`config.mk`:
```
export PLATFORM = sky130hd
export DESIGN_NAME = data_bus_sync_flat
export DESIGN_NICKNAME = d
export VERILOG_FILES = /design/src/rtl/sync_pkg.sv /design/src/rtl/data_bus_sync_if.sv /design/src/rtl/bit_sync.sv /design/src/rtl/data_bus_sync.sv /design/src/flat_wrapper.sv
export SDC_FILE = /design/constraint.sdc
export NUM_CORES = 1
export LEC_CHECK = 0
export ABC_CLOCK_PERIOD_IN_PS = 1840
export CAP_MARGIN = 40
export CORE_AREA = 3 3 40 42
export CTS_CLUSTER_SIZE = 40
export DETAILED_ROUTE_END_ITERATION = 7
export DIE_AREA = 0 0 43 45
export HOLD_SLACK_MARGIN = 0.1
export PLACE_DENSITY_LB_ADDON = 0.15
export SLEW_MARGIN = 30
export SYNTH_ARGS = -nofsm -noshare
export SYNTH_HDL_FRONTEND = slang
export SYNTH_SLANG_ARGS = --single-unit
```
`constraint.sdc`:
```
create_clock -name CLK -period 1.84 [get_ports CLK]
set_input_delay 0.276 -clock CLK [delete_from_list [all_inputs] [get_ports CLK]]
set_output_delay 0.276 -clock CLK [all_outputs]
set_load 0.02 [all_outputs]
```
`src/rtl/sync_pkg.sv`:
```
// Constants shared by the reset synchroniser and the bus synchroniser.
package sync_pkg;

  localparam int SYNC_DEFAULT_STAGES = 2;
  localparam int SYNC_MIN_STAGES     = 2;

  // Fewer than two flops gives no metastability settling time.
  function automatic bit stages_ok(input int num_stages);
    return num_stages >= SYNC_MIN_STAGES;
  endfunction

endpackage

```
`src/rtl/data_bus_sync_if.sv`:
```
// Bus-crossing signals between a foreign-domain source and data_bus_sync.
// ACK_TOGGLE exists only when DATA_BUS_SYNC_ACK_EN is defined.
interface data_bus_sync_if #(
  parameter int BUS_WIDTH = 8
);

  // BUS_ENABLE is a level qualifier, not a valid/ready pair. The source raises
  // it with UNSYNC_BUS already stable and holds both until the receiver has
  // pulsed ENABLE_PULSE. There is no backpressure, and each rising edge of
  // BUS_ENABLE yields exactly one ENABLE_PULSE with SYNC_BUS updated.
  logic [BUS_WIDTH-1:0] UNSYNC_BUS;
  logic                 BUS_ENABLE;
  logic [BUS_WIDTH-1:0] SYNC_BUS;
  logic                 ENABLE_PULSE;
`ifdef DATA_BUS_SYNC_ACK_EN
  logic                 ACK_TOGGLE;

  modport master (
    output UNSYNC_BUS, BUS_ENABLE,
    input  SYNC_BUS, ENABLE_PULSE, ACK_TOGGLE
  );
  modport slave (
    input  UNSYNC_BUS, BUS_ENABLE,
    output SYNC_BUS, ENABLE_PULSE, ACK_TOGGLE
  );
`else
  modport master (
    output UNSYNC_BUS, BUS_ENABLE,
    input  SYNC_BUS, ENABLE_PULSE
  );
  modport slave (
    input  UNSYNC_BUS, BUS_ENABLE,
    output SYNC_BUS, ENABLE_PULSE
  );
`endif

endinterface

```
`src/rtl/bit_sync.sv`:
```
// NUM_STAGES-deep single-bit synchroniser with asynchronous active-low reset.
module bit_sync
  import sync_pkg::*;
#(
  parameter int NUM_STAGES = SYNC_DEFAULT_STAGES
) (
  input  logic clk,
  input  logic rst_n,
  input  logic d,
  output logic q
);

  if (!stages_ok(NUM_STAGES)) begin : g_stage_check
    $error("bit_sync: NUM_STAGES must be at least SYNC_MIN_STAGES");
  end

  logic [NUM_STAGES-1:0] chain;

  always_ff @(posedge clk or negedge rst_n) begin
    if (!rst_n) begin
      chain <= '0;
    end else begin
      chain <= {chain[NUM_STAGES-2:0], d};
    end
  end

  assign q = chain[NUM_STAGES-1];

endmodule

```
`src/rtl/data_bus_sync.sv`:
```
// Multi-bit CDC receiver: synchronised BUS_ENABLE edge captures UNSYNC_BUS once.
// Optional ACK_TOGGLE output is enabled by defining DATA_BUS_SYNC_ACK_EN.
module data_bus_sync
  import sync_pkg::*;
#(
  parameter int NUM_STAGES = SYNC_DEFAULT_STAGES,
  parameter int BUS_WIDTH  = 8
) (
  input  logic           CLK,
  input  logic           RST,
  data_bus_sync_if.slave bus
);

  logic                 en_sync_last;
  logic                 en_q;
  logic                 pulse_det;
  logic [BUS_WIDTH-1:0] sync_bus_q;
  logic                 enable_pulse_q;

  bit_sync #(
    .NUM_STAGES(NUM_STAGES)
  ) u_en_sync (
    .clk  (CLK),
    .rst_n(RST),
    .d    (bus.BUS_ENABLE),
    .q    (en_sync_last)
  );

  // The bus itself is never synchronised: it is sampled only on the
  // qualifier's rising edge, when the source guarantees it is stable.
  assign pulse_det = en_sync_last & ~en_q;

  always_ff @(posedge CLK or negedge RST) begin
    if (!RST) begin
      en_q           <= 1'b0;
      sync_bus_q     <= '0;
      enable_pulse_q <= 1'b0;
    end else begin
      en_q           <= en_sync_last;
      enable_pulse_q <= pulse_det;
      if (pulse_det) begin
        sync_bus_q <= bus.UNSYNC_BUS;
      end
    end
  end

  assign bus.SYNC_BUS     = sync_bus_q;
  assign bus.ENABLE_PULSE = enable_pulse_q;

`ifdef DATA_BUS_SYNC_ACK_EN
  logic ack_q;

  always_ff @(posedge CLK or negedge RST) begin
    if (!RST) begin
      ack_q <= 1'b0;
    end else if (pulse_det) begin
      ack_q <= ~ack_q;
    end
  end

  assign bus.ACK_TOGGLE = ack_q;
`endif

endmodule

```
`src/flat_wrapper.sv`:
```
// flat-port wrapper written by rule: the top's interface ports become plain ports
module data_bus_sync_flat import sync_pkg::*;
#(
  parameter int NUM_STAGES = SYNC_DEFAULT_STAGES,
  parameter int BUS_WIDTH  = 8
)
  (CLK, RST, bus_UNSYNC_BUS, bus_BUS_ENABLE, bus_SYNC_BUS, bus_ENABLE_PULSE);
  data_bus_sync_if #(.BUS_WIDTH(BUS_WIDTH)) bus_i ();
  input  logic CLK;
  input  logic RST;
  input wire logic [$bits(bus_i.UNSYNC_BUS)-1:0] bus_UNSYNC_BUS;
  input wire logic [$bits(bus_i.BUS_ENABLE)-1:0] bus_BUS_ENABLE;
  output wire logic [$bits(bus_i.SYNC_BUS)-1:0] bus_SYNC_BUS;
  output wire logic [$bits(bus_i.ENABLE_PULSE)-1:0] bus_ENABLE_PULSE;
  assign bus_i.UNSYNC_BUS = bus_UNSYNC_BUS;
  assign bus_i.BUS_ENABLE = bus_BUS_ENABLE;
  assign bus_SYNC_BUS = bus_i.SYNC_BUS;
  assign bus_ENABLE_PULSE = bus_i.ENABLE_PULSE;
  data_bus_sync #(.NUM_STAGES(NUM_STAGES), .BUS_WIDTH(BUS_WIDTH)) u_core (.CLK(CLK), .RST(RST), .bus(bus_i));
endmodule
```
==> metrics.txt, run 1 <==
post-CTS setup buffer count 0; vias in the first global route 296; Synth Area in XOR/XNOR 0%; die width 43 um; synth top area cells dfrtp_1 (66%), mux2_4 (26%), buf_12 (4.4%); CP required 1560 ps; slowest stage delay, CP 610 ps; Post-CTS Hold Fix Bufs 0; Placed Area 643 um2; final hold violation count 0; Detailed Routing Iterations Pass 1 2; fin util between 50% and 60%; P_sw 0.154 mW; port buffer count 19; cell family with most CP delay buffers and inverters; Starting Density 35.3%; compound-cell area share of the yosys netlist 0%; wire length of the first global-routing pass 1320 um; I/O pins 20; R2R Setup Slk 670 ps; Clock Tree Buf Depth 2; synth-to-layout area growth 46.6%; DRT iter0 DRCs 1; # diodes 0; H-tree depth 1; GP Congestion 0.720; core box area 1280 um2; Die Ht between 40 and 50 um; Lkg Pwr between 0.2 and 0.3 nW; Max Clock Skew roughly 1.4 ps; RSZ-0062 raised after global routing false; Post-synth EDFFs 0; Max Fclk 665 MHz; Clk pwr share a little under a quarter; area leader, netlist dfrtp_1; CP Data Arrival Time 1230 ps; capturing element type of the critical path output pin; Tcrit/Tclk final 81.7%; clock slew at reported path FFs approximately 60 ps; DRC 0; CP max-delay cell clkdlybuf4s50_1; Antenna Nets Post-Route 0; later-pin clock latency in the skew report 260 ps; min Tclk post-route 1500 ps; Post-synth top cells dfrtp_1 (12), mux2_4 (8), buf_12 (1), nor2b_4 (1); ys async rst share between 90% and 100%; Yosys top cell area share 66.1%; Max Cap Viol 0; P_int between 0.4 and 0.5 mW; GRT Total Usage 9.57%; count leader, synth dfrtp_1; Logic pwr share 26.5%; # rows 13; CTS root buf clkbuf_4; setup_tns 0 ps; Final Max Tran Viols 0; worst slew pin tran 509 ps; R2R cell count 2; crit path launch type register; share of cells above drive strength 1 between 20 and 30%; antenna violations before repair 0; PwrDens roughly 940 nW/um2; gr ovfl total 0; mux cell area share after synthesis 26.4%; syn nets 33; critical-path cell list clkdlybuf4s50_1; Vias/cell 4.29; Setup violations, final 0; CTS Buf Count 3; post-synthesis simple-gate area fraction 3.03%; Seq/Total Area, Yosys 66.1%; Setup CP Type reg -> out; crit path max fanout 2; Ys Warns 0; post-DP HPWL roughly 570 um; Mean Syn Cell Area about 21 um2; Netlist cell types 4; largest family of logic cells by synthesized area multiplexers; Synth Register Bits 12; DR WL/cell 13.7 um; cell area after synthesis 454 um2; r2r endpoint u_core.bus.SYNC_BUS[6]; status finished clean; Slew headroom 66.0%; Routed WL 792 um; Via Count 249; Worst Setup SP u_core.bus.SYNC_BUS[1]; CTS tree yes; Synth Area in Adders 0%; clock sink count 12; Cells after Synth 22; Nets 56; switching share of power 24.7%; Critical R2R Launch u_core.en_q; share of power burned in registers 49.6%; # resized after CTS 0; hold crit path type in -> async; Max VDD drop 0.000418 V; CP bufs+invs 1; largest net degree at the start of global routing 13; leading register cell type out of synthesis dfrtp_1; die area 1940 um2; post-route cell area approximately 670 um2
how the worst max path moves through the flow:
stage / endpoint / cells after the start / slack [ps]
after floorplan: u_core.bus.SYNC_BUS[0] / 3 / 800
after global placement: bus_SYNC_BUS[1] / 1 / 630
after detailed placement: bus_SYNC_BUS[6] / 1 / 620
after CTS: bus_SYNC_BUS[1] / 1 / 320
after global routing: bus_SYNC_BUS[4] / 1 / 300
final: bus_SYNC_BUS[1] / 1 / 340
flip-flops by register name, indices dropped and copies added, names as in the netlist:
register	cells
u_core.bus.ENABLE_PULSE	1
u_core.bus.SYNC_BUS	8
u_core.en_q	1
u_core.u_en_sync.chain	2
metrics by stage:
step	cells	hold slack [ps]	total power, mW	setup slack (ps)
global route	58	378	0.658	295
finish	58	353	0.625	337
detailed placement	55	357	0.481	619
floorplan	22	-19.6	0.399	797
global placement	55	331	0.478	633
CTS	58	363	0.638	323
layout make-up:
cell class / count / area (um2)
fill: 108 / 619
sequential: 12 / 300
timing repair buffer: 19 / 190
multi-input combinational: 9 / 134
clock buffer: 3 / 22.5
tap: 15 / 18.8
cell families after synthesis:
family,after synthesis
buffers and inverters,1
DFF,12
and+or+nand+nor,1
muxes,8
per-layer routing:
metal | vias up | GRT usage, % | wire, um | part of all wire (%)
met3 | 0 | 4.38 | 102 | 13
li1 | 117 | - | - | -
met1 | 116 | 11.9 | 349 | 44
met4 | 0 | 7.23 | 0 | 0
met5 | - | 0 | 0 | 0
met2 | 16 | 12.9 | 339 | 43
power by group through the flow:
stage | clock (mW) | sequential (mW) | combinational [mW]
final | 0.149 | 0.310 | 0.166
after floorplan | 0 | 0.348 | 0.0508
after global placement | 0 | 0.313 | 0.165
after global routing | 0.171 | 0.314 | 0.173
after CTS | 0.159 | 0.310 | 0.168
after detailed placement | 0 | 0.315 | 0.167
placed cells by master (no fill, tap or decap):
master           netlist  layout
clkdlybuf4s50_1        0      19
nor2b_4                1       1
dfrtp_1               12      12
mux2_4                 8       8
clkbuf_4               0       3
Power figures use the tool's default switching activity.
==> run 2, diff against run 1 <==
--- a/config.mk
+++ b/config.mk
@@ -5,7 +5,7 @@
 export SDC_FILE = /design/constraint.sdc
 export NUM_CORES = 1
 export LEC_CHECK = 0
-export ABC_CLOCK_PERIOD_IN_PS = 1840
+export ABC_CLOCK_PERIOD_IN_PS = 1450
 export CAP_MARGIN = 40
 export CORE_AREA = 3 3 40 42
 export CTS_CLUSTER_SIZE = 40
==> constraint.sdc (replaced) <==
create_clock -name CLK -period 1.45 [get_ports CLK]
set_input_delay 0.2175 -clock CLK [delete_from_list [all_inputs] [get_ports CLK]]
set_output_delay 0.2175 -clock CLK [all_outputs]
set_load 0.02 [all_outputs]
==> run 2 against run 1 <==
  * Clock skew is essentially flat
  * Clock power grew 28%
  * Combinational power grew 20%
  * Power grew 25%
  * Die area is the same
  * Non-clock buffer count is the same
  * Global-route usage is the same
  * Register-to-register slack lost 390 ps
  * Sequential power grew 26%
  * Routed wire length grew 4.8%
==> metrics.txt, run 2 (synthesis gave the netlist of run 1 again) <==
status finished clean; CP required 1230 ps; DRT iter0 DRCs 1; DRC 0; vias in the first global route 296; GP Congestion 0.720; core box area 1280 um2; CP max-delay cell clkdlybuf4s50_1; Slew headroom 65.8%; hold crit path type in -> async; Starting Density 35.3%; Setup CP Type reg -> out; R2R Setup Slk around 280 ps; Detailed Routing Iterations Pass 1 2; most frequent cells in the layout dfrtp_1 (12), clkdlybuf4s50_1 (11), mux2_4 (8), dlymetal6s2s_1 (6), clkbuf_4 (3); Total Power 0.782 mW; Largest register FFs 8; RSZ-0062 raised after global routing false; Critical R2R Launch u_core.en_q; Clock Tree Buf Depth 2; CTS root buf clkbuf_4; clock sink count 12; Setup violations, final 0; die width ~43 um; post-DP HPWL roughly 570 um; Nets 56; Worst Setup SP u_core.bus.ENABLE_PULSE; Max Clock Skew 1.49 ps; # diodes 0; CTS Buf Count 3; r2r endpoint u_core.bus.SYNC_BUS[6]; CTS tree yes; later-pin clock latency in the skew report 260 ps; synth-to-layout area growth 49.3%; PwrDens 1150 nW/um2; share of cells above drive strength 1 between 20% and 30%; R2R cell count 2; crit path capture bus_ENABLE_PULSE; Lkg Pwr between 0.3 and 0.4 nW; # fillers 110; CP bufs+invs 1; crit path max fanout 1; slowest stage delay, CP 590 ps; Tcrit/Tclk final 95.9%; # rows 13; min Tclk post-route 1390 ps; Final Max Tran Viols 0; WP depth 1; antenna violations before repair 0; Max VDD drop 0.000529 V; DR WL/cell approximately 14 um; gr ovfl total 0; fin util between 50 and 60%; cell family with most CP delay buffers and inverters; most common cell after layout, fill and taps aside dfrtp_1; Via Count 254; Die Ht 45 um; I/O pins 20; CP Data Arrival Time 1170 ps; setup_tns 0 ps; clock slew at reported path FFs roughly 60 ps; largest net degree at the start of global routing 13; Max Fclk 719 MHz; port buffer count 19; Antenna Nets Post-Route 0; final hold violation count 0; worst slew pin tran approximately 500 ps; Routed WL slightly above 800 um; H-tree depth 1; GRT Total Usage 9.57%; critical-path cell list clkdlybuf4s50_1; wire length of the first global-routing pass 1320 um; crit path launch type register; Vias/cell about 4.4; die area between 1500 and 2000 um2; capturing element type of the critical path output pin; Max Cap Viol 0
run 2: how the worst min path moves through the flow:
stage | start | to | slack (ps) | cells past startpoint
global route | RST | u_core.bus.SYNC_BUS[4] | 340 | 1
detailed placement | u_core.u_en_sync.chain[0] | u_core.u_en_sync.chain[1] | 360 | 0
floorplan | RST | u_core.bus.ENABLE_PULSE | -80 | 0
finish | RST | u_core.en_q | 290 | 1
global placement | u_core.u_en_sync.chain[0] | u_core.u_en_sync.chain[1] | 330 | 0
CTS | RST | u_core.bus.SYNC_BUS[4] | 300 | 1
run 2: cell type report:
type	instances	area (um2)	share of cell area, %
Sequential cell	12	300	44.3
Timing Repair Buffer	19	203	29.9
Multi-Input combinational cell	9	134	19.7
Clock buffer	3	22.5	3.32
Tap cell	15	18.8	2.77
run 2: power breakdown:
part	internal, mW	switching, mW
Combinational	0.117	0.0828
Clock	0.0958	0.0937
Sequential	0.373	0.0190
run 2: timing repair:
item	CTS	global route
hold buffers	0	0
setup buffers	0	0
setup endpoints to repair	2	6
hold endpoints to repair	0	0
resized for setup	2	6
run 2: metrics by stage:
step / area, um2 / setup slack, ps / cells / hold slack (ps)
floorplan: 454 / 407 / 22 / -78.1
finish: 678 / 59.7 / 58 / 295
CTS: 663 / 0.400 / 58 / 305
global placement: 643 / 294 / 55 / 331
global route: 678 / 17.7 / 58 / 343
detailed placement: 643 / 282 / 55 / 357
run 2: metal layers:
layer	vias to the layer above	wire, um	GRT usage, %
met5	-	0	0
met4	0	0	7.23
met3	0	109	4.38
met2	16	390	12.9
met1	119	330	11.9
li1	119	-	-
